[src/rtl/uart_pkg.sv]
// Shared UART definitions: word width, default FIFO depth, FIFO control states.
// Reused by the RX FIFO and, later, the TX FIFO.
package uart_pkg;

  localparam int UART_WORD_W     = 10;
  localparam int UART_FIFO_DEPTH = 16;

  typedef enum logic [1:0] {
    IDLE    = 2'd0,
    ACTIVE  = 2'd1,
    FULL_ST = 2'd2
  } fifo_state_t;

endpackage

[src/rtl/uart_fifo_mem.sv]
// Simple dual-port register array: synchronous write, registered read.
// Only the read register is reset; the array contents are not.
module uart_fifo_mem #(
  parameter int DEPTH = 16,
  parameter int WIDTH = 10,
  parameter int AW    = $clog2(DEPTH)
) (
  input  logic             clk,
  input  logic             rst,
  input  logic             wr_en,
  input  logic [AW-1:0]    wr_addr,
  input  logic [WIDTH-1:0] wr_data,
  input  logic             rd_en,
  input  logic [AW-1:0]    rd_addr,
  output logic [WIDTH-1:0] rd_data
);

  logic [WIDTH-1:0] mem [DEPTH];

  // Write port: store the word at the write address.
  always_ff @(posedge clk) begin
    if (wr_en) mem[wr_addr] <= wr_data;
  end

  // Read port: holds its last value when no read is issued.
  always_ff @(posedge clk) begin
    if (rst)        rd_data <= '0;
    else if (rd_en) rd_data <= mem[rd_addr];
  end

endmodule

[src/rtl/uart_rx_fifo.sv]
// Receive FIFO behind the UART receiver, with overrun flag and CPU interrupt.
// Define UART_RX_FIFO_THRESH_EN to raise IRQ_FIFO at a programmable level.
module uart_rx_fifo
  import uart_pkg::*;
#(
  parameter int DEPTH = UART_FIFO_DEPTH,
  parameter int WIDTH = UART_WORD_W,
  parameter int CW    = $clog2(DEPTH) + 1
) (
  input  logic             clk_CPU,
  input  logic             RST,
  input  logic             EN,
  input  logic             IRQ_Rx,
  input  logic [WIDTH-1:0] DATA_IN_Rx,
  input  logic             RD_EN,
  input  logic             CLR_OVR,
  input  logic [CW-1:0]    THRESH,
  output logic [WIDTH-1:0] DATA_OUT,
  output logic             DATA_VALID,
  output logic             EMPTY,
  output logic             FULL,
  output logic [CW-1:0]    COUNT,
  output logic             OVERRUN,
  output logic             IRQ_FIFO
);

  localparam int AW = $clog2(DEPTH);

  fifo_state_t   state, state_nxt;
  logic          irq_d;
  logic [AW-1:0] wr_ptr, rd_ptr;
  logic [CW-1:0] count, count_nxt;
  logic          wr_req, wr_ok, rd_ok;
  logic          empty_nxt, full_nxt;
  logic          irq_nxt;

  assign wr_req = IRQ_Rx & ~irq_d & EN;
  assign rd_ok  = RD_EN & EN & ~EMPTY;
  assign wr_ok  = wr_req & (~FULL | rd_ok);
  assign COUNT  = count;

  uart_fifo_mem #(
    .DEPTH (DEPTH),
    .WIDTH (WIDTH),
    .AW    (AW)
  ) u_mem (
    .clk     (clk_CPU),
    .rst     (RST),
    .wr_en   (wr_ok),
    .wr_addr (wr_ptr),
    .wr_data (DATA_IN_Rx),
    .rd_en   (rd_ok),
    .rd_addr (rd_ptr),
    .rd_data (DATA_OUT)
  );

  // Edge detector keeps tracking IRQ_Rx even while disabled.
  always_ff @(posedge clk_CPU) begin
    if (RST) irq_d <= 1'b0;
    else     irq_d <= IRQ_Rx;
  end

  // Occupancy change from accepted writes and reads.
  always_comb begin
    count_nxt = count;
    case ({wr_ok, rd_ok})
      2'b10:   count_nxt = count + 1'b1;
      2'b01:   count_nxt = count - 1'b1;
      default: count_nxt = count;
    endcase
  end

  // Pointers, occupancy, read strobe and sticky overrun.
  always_ff @(posedge clk_CPU) begin
    if (RST) begin
      wr_ptr     <= '0;
      rd_ptr     <= '0;
      count      <= '0;
      DATA_VALID <= 1'b0;
      OVERRUN    <= 1'b0;
    end else begin
      if (wr_ok) wr_ptr <= wr_ptr + 1'b1;
      if (rd_ok) rd_ptr <= rd_ptr + 1'b1;
      count      <= count_nxt;
      DATA_VALID <= rd_ok;
      if (wr_req & ~wr_ok)   OVERRUN <= 1'b1;
      else if (CLR_OVR & EN) OVERRUN <= 1'b0;
    end
  end

  // Control state follows the next occupancy; flags decoded ahead of the register.
  always_comb begin
    state_nxt = state;
    if (count_nxt == '0)             state_nxt = IDLE;
    else if (count_nxt == CW'(DEPTH)) state_nxt = FULL_ST;
    else                              state_nxt = ACTIVE;
    empty_nxt = (state_nxt == IDLE);
    full_nxt  = (state_nxt == FULL_ST);
  end

  // State register with EMPTY/FULL as direct register outputs.
  always_ff @(posedge clk_CPU) begin
    if (RST) begin
      state <= IDLE;
      EMPTY <= 1'b1;
      FULL  <= 1'b0;
    end else begin
      state <= state_nxt;
      EMPTY <= empty_nxt;
      FULL  <= full_nxt;
    end
  end

`ifdef UART_RX_FIFO_THRESH_EN
  logic [CW-1:0] thr;

  // Zero means one; anything past DEPTH means DEPTH.
  always_comb begin
    thr = THRESH;
    if (THRESH == '0)               thr = CW'(1);
    else if (THRESH > CW'(DEPTH))   thr = CW'(DEPTH);
    irq_nxt = (count >= thr) | OVERRUN;
  end
`else
  logic unused_thresh;
  assign unused_thresh = ^THRESH;

  // Interrupt whenever anything is buffered or a word was lost.
  always_comb begin
    irq_nxt = ~EMPTY | OVERRUN;
  end
`endif

  // Interrupt registered one cycle behind the occupancy.
  always_ff @(posedge clk_CPU) begin
    if (RST) IRQ_FIFO <= 1'b0;
    else     IRQ_FIFO <= irq_nxt;
  end

endmodule
[config.mk]
export PLATFORM = sky130hd
export DESIGN_NAME = uart_rx_fifo
export DESIGN_NICKNAME = d
export VERILOG_FILES = /design/src/rtl/uart_pkg.sv /design/src/rtl/uart_fifo_mem.sv /design/src/rtl/uart_rx_fifo.sv
export SDC_FILE = /design/constraint.sdc
export NUM_CORES = 1
export LEC_CHECK = 0
export ABC_AREA = 1
export CAP_MARGIN = 20
export CORE_UTILIZATION = 40
export DETAILED_ROUTE_END_ITERATION = 8
export MAX_ROUTING_LAYER = met4
export PLACE_DENSITY = 0.54
export SETUP_SLACK_MARGIN = 0.02
export SYNTH_ARGS = -nofsm -noshare
export SYNTH_HDL_FRONTEND = slang
export SYNTH_HIERARCHICAL = 1
export SYNTH_SLANG_ARGS = --single-unit
[constraint.sdc]
create_clock -name clk_CPU -period 4 [get_ports clk_CPU]
set_clock_uncertainty 0.15 [all_clocks]
set_input_delay 0.6 -clock clk_CPU [delete_from_list [all_inputs] [get_ports clk_CPU]]
set_output_delay 0.6 -clock clk_CPU [all_outputs]
set_load 0.01 [all_outputs]
==> results.json, run 1 <==
{
  "start_util": 0.414,
  "grt_util_all_layers": 0.204,
  "final_hold_viol_count": 0,
  "ys_seq_area_frac": 0.684,
  "grt_pass1_vias": 5246,
  "port_buffers": 35,
  "grt_pass1_wl_um": 28900,
  "slew_headroom": 0.411,
  "rsz0062_at_grt": "no",
  "use_met2": 0.324,
  "status": "complete, no violations",
  "synth_simple_gate_area_frac": 0.243,
  "dpl.hpwl_um": 11000,
  "wirelength_um": 18800,
  "postCtsSetupRepairBufs": 0,
  "ys_ff_latch": 189,
  "hp-class": "reg -> reg",
  "area_growth_pct": 15.1,
  "cts_max_level": 4,
  "grt_max_degree": 81,
  "yosysWarnings": 6,
  "worstSetupPathType": "in -> reg",
  "finalSetupViolCount": 0,
  "end_kind": "register",
  "synth_xor_area_frac": 0.00222,
  "clock_latency_ns": 0.43,
  "die_y_um": 142,
  "power_mw": 4.25,
  "n_antenna_cell": 0,
  "vias_per_cell": 5.09,
  "synth.distinct_cells": 30,
  "busiest_layer": "met2",
  "syn_inst": 737,
  "post_cts_resize_count": 0,
  "synth.area.mux_share": 0,
  "finalNetCount": 803,
  "synth_area_mm2": 0.00787,
  "row_count": 50,
  "maxCapViolCount": 0,
  "hold_buffers": 0,
  "io_pins": 41,
  "max_freq_mhz": 361,
  "cts_tree": "built",
  "drtIter0Drc": 354,
  "place_ws_ns": 0.779,
  "wl_per_cell_um": 17.9,
  "die_x_um": 142,
  "drc": 0,
  "cts_root_buffer": "clkbuf_16",
  "dieArea_mm2": 0.0202,
  "start_kind": "input port",
  "fin_ws_ns": 1.23,
  "synth_adder_area_share": 0.00795,
  "fin_crit_ns": 2.77,
  "grt.overflow.total": 0,
  "drt_first_pass_iters": 6,
  "gp_congestion": 0.781,
  "grt_antenna_before_repair": 0,
  "leakage_nw": 3.40,
  "synth_top_family_by_area": "simple AND/OR/NAND/NOR gates",
  "layout_commonest_cell": "nand2_1",
  "setup_tns_ns": 0,
  "grt_use_met1": 0.262,
  "drive_gt1_frac": 0.0873,
  "mostFrequentLayoutCells": "236 x nand2_1, 160 x edfxtp_1, 140 x nand3_1",
  "syn_area_per_cell_um2": 10.7,
  "drtAntennaViolNets": 0,
  "path_clk_slew_ns": 0.07,
  "num_vias": 5347,
  "critPathMaxFanout": 7,
  "tightest_slew_ns": 0.883,
  "synth_compound_area_frac": 0.0138,
  "cts.sinks": 189,
  "timing.final.crit_share": 0.693,
  "synth_nets": 763,
  "cp.required_ns": 4.22,
  "finalMaxSlewViolations": 0,
  "ir_drop_mv": 0.321,
  "clockBufferDepth": 2,
  "cts_buffers": 17,
  "use_met3": 0.0404,
  "core-area_mm2": 0.0190,
  "cp.arrival_ns": 2.99,
  "power.density_mw_per_mm2": 469
}
[area by class of cell]
type,instances,area (um2)
clock buffers,20,447
inverters,39,153
flip-flops and latches,189,5390
multi-input cells,474,2100
well taps,260,325
repair buffers,56,508
clock inverters,12,145
fillers,1804,9950
[synth_stat cells (all sizes together)]
| master | instances | area share |
|---|---|---|
| a21oi | 9 | 0.0057 |
| buf | 28 | 0.026 |
| clkbuf | 7 | 0.0040 |
| clkinv | 2 | 0.0011 |
| dfxtp | 29 | 0.074 |
| edfxtp | 160 | 0.61 |
| ha | 5 | 0.0079 |
| inv | 37 | 0.018 |
| nand2 | 243 | 0.12 |
| nand3 | 142 | 0.092 |
| nand3b | 2 | 0.0019 |
| nand4 | 3 | 0.0024 |
| nor2 | 57 | 0.029 |
| o21a | 1 | 0.00095 |
| o21ai | 9 | 0.0057 |
| o21bai | 1 | 0.0014 |
| xor2 | 2 | 0.0022 |
[flip-flops by register name, summed over array words and instances, names as in the netlist]
signal,count
u_mem/mem,160
u_mem/rd_data,10
COUNT,5
rd_ptr,4
wr_ptr,4
DATA_VALID,1
EMPTY,1
FULL,1
IRQ_FIFO,1
OVERRUN,1
irq_d,1
[through the flow]
step	instances	hold slack, ns	area, um2	util
2_1_floorplan	737	0.294	7870	-
3_3_place_gp	1018	0.309	8470	0.445
3_5_place_dp	1018	0.325	8470	0.445
4_1_cts	1050	0.335	9060	0.477
5_1_grt	1050	0.369	9060	0.477
6_report	1050	0.335	9060	0.477
[worst max-delay path: stages]
cell,delay [ns]
clkdlybuf4s50_1,0.46
inv_1,0.04
nor2_1,0.10
nand2_2,0.14
nand2_2,0.10
nand2_2,0.08
ha_1,0.27
nand2_1,0.10
inv_1,0.06
nor2_1,0.13
ha_1,0.25
o21ai_0,0.20
nand2_1,0.10
nor2_2,0.12
nand3_2,0.10
o21bai_2,0.12
[routing by layer]
| layer | routed length [um] | vias to the layer above |
|---|---|---|
| met4 | 353 | 0 |
| met1 | 8620 | 2631 |
| li1 | - | 2574 |
| met2 | 8870 | 119 |
| met5 | 0 | - |
| met3 | 914 | 23 |
[report_power, final]
part | internal, mW | switching, mW | total, mW | leakage (nW)
Sequential | 2.16 | 0.0187 | 2.18 | 1.68
Combinational | 0.124 | 0.243 | 0.367 | 1.43
Clock | 0.996 | 0.707 | 1.70 | 0.294
Total | 3.28 | 0.969 | 4.25 | 3.40
[path summary, 6_finish.rpt]
| kind | startpoint | end | slack [ns] | cells after the start |
|---|---|---|---|---|
| min | OVERRUN | IRQ_FIFO | 0.33 | 2 |
| min reg2reg | OVERRUN | IRQ_FIFO | 0.33 | 2 |
| max reg2reg | EMPTY | EMPTY | 1.54 | 14 |
| max | RD_EN | EMPTY | 1.23 | 16 |
[logic make-up (layout without fill, tap and decap cells)]
group | after synthesis | in the layout
adders and majority gates | 5 | 5
xor gates and xnor gates | 2 | 2
DFF | 189 | 189
and+or+nand+nor | 447 | 447
buffers and inverters | 74 | 127
AOI/OAI and AO/OA | 20 | 20
Note: power is estimated with default switching activity, not from simulation.
==> run 2, diff against run 1 <==
clock period = 2.8 ns   (was 4 ns; I/O delays follow)
==> run 2 against run 1 <==
Critical path depth stayed put. Sequential power is 43% higher. Worst hold slack worse by 0.0031 ns. Register-to-register slack worse by 1.1 ns. Clock-buffer cell count is 3 higher. Setup slack worse by 0.96 ns. Critical endpoint unchanged. Largest power group unchanged.
==> results.json, run 2 (synthesis gave the netlist of run 1 again) <==
{
  "cts_root_buffer": "clkbuf_16",
  "gp_congestion": 0.854,
  "cp.arrival_ns": 2.75,
  "grt_max_degree": 81,
  "area_growth_pct": 17.9,
  "timing.final.crit_share": 0.905,
  "status": "complete, no violations",
  "drt_first_pass_iters": 6,
  "hold_buffers": 0,
  "nFillCells": 1755,
  "cts_tree": "built",
  "n_antenna_cell": 0,
  "dieArea_mm2": 0.0202,
  "row_count": 50,
  "postCtsSetupRepairBufs": 0,
  "port_buffers": 35,
  "drtAntennaViolNets": 0,
  "core-area_mm2": 0.0190,
  "wirelength_um": 18400,
  "drtIter0Drc": 488,
  "slew_headroom": 0.431,
  "dpl.hpwl_um": 11400,
  "wl_met2_um": 8640,
  "tightest_slew_ns": 0.853,
  "final_core_util": 0.488,
  "post_cts_resize_count": 0,
  "cp.required_ns": 3.01,
  "wl_met3_um": 910,
  "die_y_um": 142,
  "worstSetupPathType": "in -> reg",
  "grt.overflow.total": 0,
  "num_vias": 5404,
  "max_freq_mhz": 394,
  "power.density_mw_per_mm2": 657,
  "wl_per_cell_um": 17.3,
  "slowest_delay_ns": 0.52,
  "layout_commonest_cell": "nand2_1",
  "start_util": 0.414,
  "multi_input_area_mm2": 0.00210,
  "wl_met1_um": 8400,
  "cts.sinks": 189,
  "vias_per_cell": 5.08,
  "ir_drop_mv": 0.459,
  "regArea_mm2": 0.00539,
  "critPathMaxFanout": 3,
  "finalMaxSlewViolations": 0,
  "start_kind": "input port",
  "cts_buffers": 17,
  "crit_path_top_delay_cell": "clkdlybuf4s50_1",
  "clockBufferDepth": 2,
  "finalSetupViolCount": 0,
  "grt_pass1_vias": 5222,
  "maxCapViolCount": 0,
  "finalNetCount": 817,
  "grt_antenna_before_repair": 0,
  "largest_reg_flops": 160,
  "end_kind": "register",
  "grt_util_all_layers": 0.201,
  "io_pins": 41,
  "critical_path.cell_chain": "clkdlybuf4s50_1, inv_1, nor2_1, nand2_1, inv_1, nand2_2, ha_1, nand2_1, inv_1, nor2_1, ha_1, o21ai_0, nand2_1, nor2_2, nand3_2, o21bai_2",
  "setup_tns_ns": 0,
  "top_register": "u_mem/mem",
  "drive_gt1_frac": 0.104,
  "cts_max_level": 4,
  "clock_latency_ns": 0.43,
  "fin_crit_ns": 2.54,
  "fin_ws_ns": 0.265,
  "die_x_um": 142,
  "top_layer": "met4",
  "rsz0062_at_grt": "no",
  "grt_pass1_wl_um": 28800,
  "final_hold_viol_count": 0,
  "mostFrequentLayoutCells": "236 x nand2_1, 160 x edfxtp_1, 140 x nand3_1",
  "hp-class": "reg -> reg",
  "path_clk_slew_ns": 0.06,
  "drc": 0,
  "place_ws_ns": -0.170,
  "leakage_nw": 3.50
}
==> run 2: layout make-up <==
type                       instances  share of cell area
multi-input combinational        474               0.226
sequential                       189               0.580
clock buffer                      23              0.0536
inverter                          39              0.0164
clock inverter                     9              0.0116
tap                              260              0.0350
timing repair buffer              70              0.0768
==> run 2: worst max-delay path: cells and delay by family <==
kind	cells	cell delay, ns
adder cells (fa/ha/maj)	2	0.48
AO/OA/AOI/OAI	2	0.34
AND/OR/NAND/NOR	8	0.79
buffers and inverters	4	0.71
==> run 2: stage by stage <==
step	power, mW	instance area (um2)	hold WS (ns)	instances
detailed placement	3.71	8680	0.324	1032
global route	6.31	9280	0.359	1064
floorplan	3.52	7870	0.294	737
CTS	6.15	9280	0.334	1064
finish	6.09	9280	0.332	1064
global placement	3.70	8680	0.307	1032
==> run 2: layer usage <==
metal | track usage | vias up
met1 | 0.267 | 2630
met3 | 0.0326 | 33
met4 | 0.0787 | 0
met5 | - | -
li1 | - | 2606
met2 | 0.310 | 135
==> run 2: where the power goes <==
group	switching (mW)	total (mW)	internal [mW]	leakage, nW
Clock	1.01	2.45	1.43	0.296
Sequential	0.0262	3.11	3.09	1.68
Combinational	0.343	0.533	0.190	1.52
==> run 2: path summary, 6_finish.rpt <==
check | startpoint | endpoint | slack [ns] | depth (start not counted)
worst min-delay path | OVERRUN | IRQ_FIFO | 0.33 | 2
worst min register to register | OVERRUN | IRQ_FIFO | 0.33 | 2
worst max register to register | EMPTY | EMPTY | 0.41 | 14
worst max-delay path | EN | EMPTY | 0.26 | 16
==> run 3, diff against run 2 <==
ABC_AREA = default   (was 1)
==> run 3 against run 2 <==
Non-clock buffer count is 6 higher. The flow now finishes with violations (design-rule violations). Sequential cell count is the same. Critical path depth down 4. Via count shrank 22%. Setup slack lost 0.086 ns. Clock-buffer cell count down 5. Sequential share of layout area is 2.5 points higher. Combinational power shrank 57%. Highest routed layer unchanged. Register-to-register slack got worse by 0.14 ns. Worst hold slack lost 0.021 ns.
==> results.json, run 3 <==
{
  "final_hold_viol_count": 0,
  "row_count": 49,
  "start_kind": "input port",
  "grt_pass1_vias": 4281,
  "grt_pass1_wl_um": 24500,
  "synth.distinct_cells": 42,
  "synth_ff_type": "edfxtp_1",
  "finalMaxSlewViolations": 0,
  "cts_root_buffer": "clkbuf_16",
  "grt.overflow.total": 0,
  "ir_drop_mv": 0.425,
  "hp-class": "reg -> reg",
  "place_ws_ns": -0.399,
  "die_x_um": 139,
  "grt_max_degree": 51,
  "max_freq_mhz": 381,
  "io_pins": 41,
  "nFillCells": 1543,
  "wl_per_cell_um": 19.7,
  "finalNetCount": 587,
  "synth-edff-count": 160,
  "leakage_nw": 2.85,
  "synth.top_cell.area_share": 0.641,
  "synth_area_mm2": 0.00749,
  "port_buffers": 35,
  "start_util": 0.413,
  "final_area_mm2": 0.00890,
  "critical_path.cell_chain": "clkdlybuf4s50_1, nand3b_1, a21oi_4, inv_1, ha_1, xor2_1, ha_2, o21a_1, o21ai_0, nand3_1, xor2_2, and4bb_1",
  "crit_family": "buffers and inverters",
  "drive_gt1_frac": 0.145,
  "maxCapViolCount": 0,
  "syn_area_per_cell_um2": 15.5,
  "cp.required_ns": 2.98,
  "wirelength_um": 15900,
  "cts.sinks": 189,
  "async_reset_ff_frac": 0,
  "worstSetupPathType": "in -> reg",
  "die_y_um": 139,
  "n_antenna_cell": 0,
  "dpl.hpwl_um": 9950,
  "cts_buffers": 17,
  "hold_buffers": 0,
  "fin_ws_ns": 0.179,
  "num_vias": 4240,
  "setup_tns_ns": 0,
  "final_core_util": 0.491,
  "timing.final.crit_share": 0.936,
  "crit_path_top_delay_cell": "clkdlybuf4s50_1",
  "gp_congestion": 0.754,
  "syn_inst": 485,
  "tightest_slew_ns": 0.608,
  "area_growth_pct": 18.8,
  "drt_first_pass_iters": 9,
  "cp.arrival_ns": 2.80,
  "drc": 3,
  "dieArea_mm2": 0.0193,
  "slew_headroom": 0.594,
  "cts_max_level": 4,
  "slowest_delay_ns": 0.50,
  "critPathMaxFanout": 3,
  "power.density_mw_per_mm2": 623,
  "yosys.cell_count.top_type": "edfxtp_1",
  "holdPathStages": 2,
  "fin_crit_ns": 2.62,
  "synth_top_area_cell": "edfxtp_1",
  "violations": "design-rule violations",
  "synth_nets": 511,
  "ys_seq_area_frac": 0.719,
  "yosysWarnings": 6,
  "postPlaceCellArea_mm2": 0.00833,
  "top_register": "u_mem/mem",
  "rsz0062_at_grt": "no",
  "path_clk_slew_ns": 0.07,
  "hold_slack_ns": 0.311,
  "ys_ff_latch": 189,
  "clockBufferDepth": 2,
  "layout_commonest_cell": "edfxtp_1",
  "cp.depth": 12,
  "drtAntennaViolNets": 0,
  "grt_util_all_layers": 0.179,
  "cts_tree": "built",
  "core-area_mm2": 0.0181,
  "status": "finished with violations",
  "largest_reg_flops": 160,
  "vias_per_cell": 5.28,
  "grt_antenna_before_repair": 0,
  "cp_num_buf_inv": 2,
  "drtIter0Drc": 238,
  "synth_common_cells": "160 x edfxtp_1, 83 x mux2i_1, 32 x nand3_1, 30 x a22oi_1, 30 x nand2_1",
  "synth_area_leaders": "edfxtp_1 64%, mux2i_1 11%, dfxtp_1 7.7%, a22oi_1 3.0%, nand3_1 2.1%",
  "mostFrequentLayoutCells": "160 x edfxtp_1, 83 x mux2i_1, 40 x buf_4",
  "end_kind": "register",
  "clock_latency_ns": 0.43,
  "finalSetupViolCount": 0,
  "rr_worst_depth": 11
}
[run 3: changes by cell type after synthesis, sizes merged, moves of 4 or more]
cell	change
buf	-16
xor2	+5
inv	-31
o21ai	-7
nor3	+4
a21oi	+7
nand2	-213
nor2b	+4
nand3	-110
nor2	-30
a22oi	+30
mux2i	+83
nand3b	+4
[run 3: kinds of logic (layout without fill, tap and decap cells)]
family,Yosys count,in the layout,share of synthesized area
multiplexers,83,83,0.111
adder cells (fa/ha/maj),5,5,0.00835
AND/OR/NAND/NOR,116,116,0.0758
XOR/XNOR,10,10,0.0117
buffers and inverters,25,114,0.0219
flip-flops,189,189,0.719
AO/OA/AOI/OAI,57,57,0.0528
[run 3: power by group]
group	internal, mW	switching, mW	total [mW]
logic	0.0996	0.131	0.230
clock network	1.22	1.00	2.22
registers	3.07	0.0238	3.10
[run 3: worst min-delay path: stages (launching register included)]
cell and delay, ns:
dfxtp_1 0.33, nand2_1 0.05, nand3_1 0.05
[run 3: worst paths after layout]
check        slack, ns               end              from
min               0.31  u_mem/rd_data[4]  u_mem/rd_data[4]
max reg2reg       0.27              FULL             EMPTY
min reg2reg       0.31  u_mem/rd_data[4]  u_mem/rd_data[4]
max               0.18              FULL                EN
[run 3: repair_timing]
item | CTS | global route
gates resized for setup | 0 | 3
setup buffers | 0 | 1
setup endpoints to repair | 0 | 2
hold endpoints to repair | 0 | 0
[run 3: layer usage]
metal,routed length (um),up-vias,GRT usage
li1,-,2012,-
met1,7370,2113,0.230
met2,7610,97,0.281
met3,633,18,0.0373
met4,239,0,0.0655
met5,0,-,-
[run 3: area by class of cell]
type | instances | area, um2 | area share
Clock inverter | 14 | 121 | 0.0136
Tap cell | 229 | 287 | 0.0322
Clock buffer | 18 | 429 | 0.0482
Inverter | 6 | 22.5 | 0.00253
Sequential cell | 189 | 5390 | 0.605
Timing Repair Buffer | 76 | 671 | 0.0753
Multi-Input combinational cell | 271 | 1990 | 0.223
[run 3: stage by stage]
stage,power [mW],cells
4_1_cts,5.61,802
3_3_place_gp,3.38,770
3_5_place_dp,3.39,770
5_1_grt,5.75,803
6_report,5.55,803
2_1_floorplan,3.25,485
==> variant 1: new RTL, settings of run 2 <==
Reset style: asynchronous (`RST` and `rst`), changed in 5 clocked blocks.
--- a/src/rtl/uart_fifo_mem.sv
+++ b/src/rtl/uart_fifo_mem.sv
@@ -23,7 +23,7 @@
   end
 
   // Read port: holds its last value when no read is issued.
-  always_ff @(posedge clk) begin
+  always_ff @(posedge clk or posedge rst) begin
     if (rst)        rd_data <= '0;
     else if (rd_en) rd_data <= mem[rd_addr];
   end
--- a/src/rtl/uart_rx_fifo.sv
+++ b/src/rtl/uart_rx_fifo.sv
@@ -55,7 +55,7 @@
   );
 
   // Edge detector keeps tracking IRQ_Rx even while disabled.
-  always_ff @(posedge clk_CPU) begin
+  always_ff @(posedge clk_CPU or posedge RST) begin
     if (RST) irq_d <= 1'b0;
     else     irq_d <= IRQ_Rx;
   end
@@ -71,7 +71,7 @@
   end
 
   // Pointers, occupancy, read strobe and sticky overrun.
-  always_ff @(posedge clk_CPU) begin
+  always_ff @(posedge clk_CPU or posedge RST) begin
     if (RST) begin
       wr_ptr     <= '0;
       rd_ptr     <= '0;
@@ -99,7 +99,7 @@
   end
 
   // State register with EMPTY/FULL as direct register outputs.
-  always_ff @(posedge clk_CPU) begin
+  always_ff @(posedge clk_CPU or posedge RST) begin
     if (RST) begin
       state <= IDLE;
       EMPTY <= 1'b1;
@@ -132,7 +132,7 @@
 `endif
 
   // Interrupt registered one cycle behind the occupancy.
-  always_ff @(posedge clk_CPU) begin
+  always_ff @(posedge clk_CPU or posedge RST) begin
     if (RST) IRQ_FIFO <= 1'b0;
     else     IRQ_FIFO <= irq_nxt;
   end
Function: differs if RST is asserted again (counterexample within 4 cycles, from zero or initial values and one cycle with RST high); with RST held inactive, the same outputs for 10 cycles.
==> variant 1 against run 2 <==
Non-clock buffer count fell by 8. Design area fell by 1.2%. Global-route usage fell by 0.87 points. First-iteration DRC count fell by 8.0%. Sequential cell count did not move. Cell count fell by 3.3%. Synthesized area barely moved. Setup slack improved by 0.031 ns. Wire length fell by 5.0%.
Power is not compared: it rests on default switching activity, and its combinational part moved more than twofold at a synthesized area within 25%.
==> variant 1: results (changes against run 2) <==
stage	metric	value	unit	change
outcome	status	finished, final reports clean		
clock_tree	root_buffer	clkbuf_16		
power_and_ir_drop	power.share.sequential	0.389		
cells_and_area	top_register	u_mem/mem		
clock_tree	clk_pin_slew	0.07	ns	
synthesis	synth_edf_count	160		unchanged
synthesis	synth_common_cells	nand2_1, edfxtp_1, nand3_1, dfrtp_1, nor2_1		
critical_path	arrival	2.71	ns	-0.04 ns
global_route	grt_pass1_vias	5095		-2.4%
drt	wirelength	17.47	mm	-5.0%
place	hpwl	10.61	mm	-6.9%
place	pre_cts_ws	-0.1427	ns	+0.02707 ns
cells_and_area	layout.nets	782		-4.3%
synthesis	yosysSeqAreaShare	0.7023		+0.01837
power_and_ir_drop	p_sw	3.186	mW	
drt	drtPass1Iterations	5		-1
synthesis	synthArstFlopShare	0.1534		+0.1534
power_and_ir_drop	internal_power	5.810	mW	
place	gp_congestion	0.7881		-7.7%
critical_path	slowest_delay	0.50	ns	-0.02 ns
synthesis	ys_types	27		-10%
synthesis	syn-num-nets	733		-3.9%
synthesis	synth.top_cell.area_share	0.6100		about the same
critical_path	r2r_slack	0.32	ns	-0.09 ns
hold_path	min-delay-path-class	input port to async pin		
synthesis	yosysMostFrequentCell	nand2_1		
critical_path	rr_startpoint	EMPTY$_DFF_PP1_		
global_route	grt_pass1_wl	27.75	mm	-3.5%
sta	slew-limit-headroom	0.3987		-0.03183
synthesis	synth_area_leaders	edfxtp_1, nand2_1, dfrtp_1		
critical_path	cp_max_fo	6		+3
power_and_ir_drop	ir_worst_vdd	0.4442	mV	
drt	dr.first_iter.drc_count	449		-8.0%
critical_path	endpoint	EMPTY$_DFF_PP1_		
drt	routed-via-count	5185		-4.1%
global_route	grt_max_degree	84		+3.7%
cells_and_area	drive_above_1_share	0.08843		-0.01605
global_route	track_usage	0.1926		-0.008744
sta	period_share	0.8942		-0.01125
global_route	grt.overflow.total	0		unchanged
[variant 1: changes by cell type after synthesis, sizes merged, moves of 7 or more]
cell and delta:
dfrtp +28, dfxtp -29, o21ai -7, nand2 +38
nor2 -30, nand3 -11, inv -14, a21oi -8
[variant 1: area by class of cell]
class | count | area [um2]
repair buffers | 62 | 578.1
clock buffers | 19 | 432.9
clock inverters | 13 | 188.9
multi-input cells | 461 | 2014
fillers | 1741 | 9847
inverters | 25 | 98.84
flip-flops and latches | 189 | 5533
well taps | 260 | 325.3
[variant 1: per-layer routing]
metal / wire length, um / GRT usage
met4: 350 / 0.07470
met5: 0 / -
met3: 882 / 0.03735
met2: 8067 / 0.2918
met1: 8172 / 0.2565
[variant 1: how the worst min path moves through the flow]
stage               slack, ns                           end
finish                   0.15  u_mem/rd_data[2]$_DFFE_PP0P_
global placement         0.30            IRQ_FIFO$_DFF_PP0_
global route             0.17  u_mem/rd_data[2]$_DFFE_PP0P_
CTS                      0.15  u_mem/rd_data[8]$_DFFE_PP0P_
detailed placement       0.31            IRQ_FIFO$_DFF_PP0_
floorplan                0.11  u_mem/rd_data[0]$_DFFE_PP0P_
[variant 1: logic make-up (layout without fill, tap and decap cells)]
family	count (synthesis)	in the layout	share of synthesized area
simple gates	445	445	0.2370
fa+ha+maj	5	5	0.007943
buf+inv	57	119	0.04194
flops	189	189	0.7023
compound gates	4	4	0.003017
xor+xnor	7	7	0.007784
[variant 1: stage by stage]
step                hold WS, ns  std cells  area, um2  TNS, ns
floorplan                0.1102        707       7876        0
global placement         0.3022        997       8549  -0.1974
detailed placement       0.3093        997       8549  -0.2749
CTS                      0.1497       1029       9171        0
global route             0.1732       1029       9171        0
finish                   0.1466       1029       9171        0
==> variant 2: new RTL, settings of run 2 <==
Made on the original files. The package constant `UART_FIFO_DEPTH` goes from 16 to 32.
--- a/src/rtl/uart_pkg.sv
+++ b/src/rtl/uart_pkg.sv
@@ -3,7 +3,7 @@
 package uart_pkg;
 
   localparam int UART_WORD_W     = 10;
-  localparam int UART_FIFO_DEPTH = 16;
+  localparam int UART_FIFO_DEPTH = 32;
 
   typedef enum logic [1:0] {
     IDLE    = 2'd0,
Interface: changed (resized COUNT and THRESH); port bits go from 41 to 43. No check against the original RTL was run, so the function may have changed too.
==> variant 2 against run 2 <==
Design area rose by 84%. Count of clock-buffer cells in the layout up 29. Setup slack improved by 0.078 ns. Hold slack worse by 0.0082 ns. Sequential cell count up 163. Wire length up 96%. Synthesized area is 86% higher. Power increased by 100%. Critical path depth is 5 higher. Largest power group unchanged.
==> variant 2: results (changes against run 2) <==
stage	metric	value	unit	change
outcome	status	finished, final reports clean		
critical_path	cp_max_fo	4		+1
place	gp_congestion	0.8069		-5.5%
place	port_buffers	36		+2.9%
drt	wl_met3	1.804	mm	+98%
critical_path	slowest_delay	0.50	ns	-0.02 ns
global_route	met3_usage	0.02824		-0.004403
power_and_ir_drop	seq_cell_power	5.88	mW	+89%
clock_tree	h-tree-depth	2		-2
drt	wl_met1	16.89	mm	+100%
cells_and_area	largest_register_ffs	320		+100%
synthesis	synth_area_leaders	edfxtp_1, nand2_1, nand3_1		
critical_path	arrival	2.77	ns	+0.02 ns
cells_and_area	layout.nets	1425		+74%
drt	wirelength	36.07	mm	+96%
cells_and_area	num-multi-input-gates	849		+79%
power_and_ir_drop	p_leak	6.264	nW	+79%
cells_and_area	seq_share	0.6015		+0.02118
cells_and_area	multi_input_area	0.003774	mm2	+80%
place	hpwl	20.44	mm	+79%
drt	dr.first_iter.drc_count	843		+73%
sta	slew-limit-headroom	0.5884		+0.1579
cells_and_area	buffer_area_frac	0.06279		-0.01404
place	dpl_cell_area	0.01584	mm2	+83%
power_and_ir_drop	power.share.switching	0.2507		+0.02384
synthesis	synth_common_cells	nand2_1, edfxtp_1, nand3_1, nor2_1, inv_1		
drt	routed-via-count	9694		+79%
synthesis	yosysSeqAreaShare	0.7011		+0.01714
drt	wl_per_cell	19.14	um	+11%
global_route	grtUsageMet1	0.2838		+0.01647
synthesis	synth_xor_area_frac	0.002910		+0.0006850
synthesis	ys_types	35		+17%
clock_tree	worstSkewPairLatency	0.52	ns	+0.09 ns
synthesis	syn-instance-count	1312		+78%
cells_and_area	n_all_buffers	114		+63%
power_and_ir_drop	ir_worst_vdd	0.4334	mV	-5.5%
cells_and_area	multi_input_area_share	0.2212		-0.004932
synthesis	synth-compound-area-share	0.01609		+0.002264
## variant 2: changes by cell type after synthesis, moves of 9 or more
cell      delta
a21oi_1     +12
buf_2       +10
clkbuf_1    +13
edfxtp_1   +160
nand2_1    +206
nand3_1    +142
o21ai_0      +9
## variant 2: final timing paths
| check | end | slack, ns | cells after the start |
|---|---|---|---|
| worst min-delay path | IRQ_FIFO$_SDFF_PP0_ | 0.32 | 2 |
| worst max-delay path | FULL$_SDFF_PP0_ | 0.34 | 21 |
| worst min register to register | IRQ_FIFO$_SDFF_PP0_ | 0.32 | 2 |
| worst max register to register | FULL$_SDFF_PP0_ | 0.43 | 19 |
## variant 2: cells by family after synthesis
| logic type | Yosys count |
|---|---|
| buf+inv | 111 |
| compound gates | 43 |
| fa+ha+maj | 5 |
| simple gates | 797 |
| flops | 352 |
| xor+xnor | 4 |
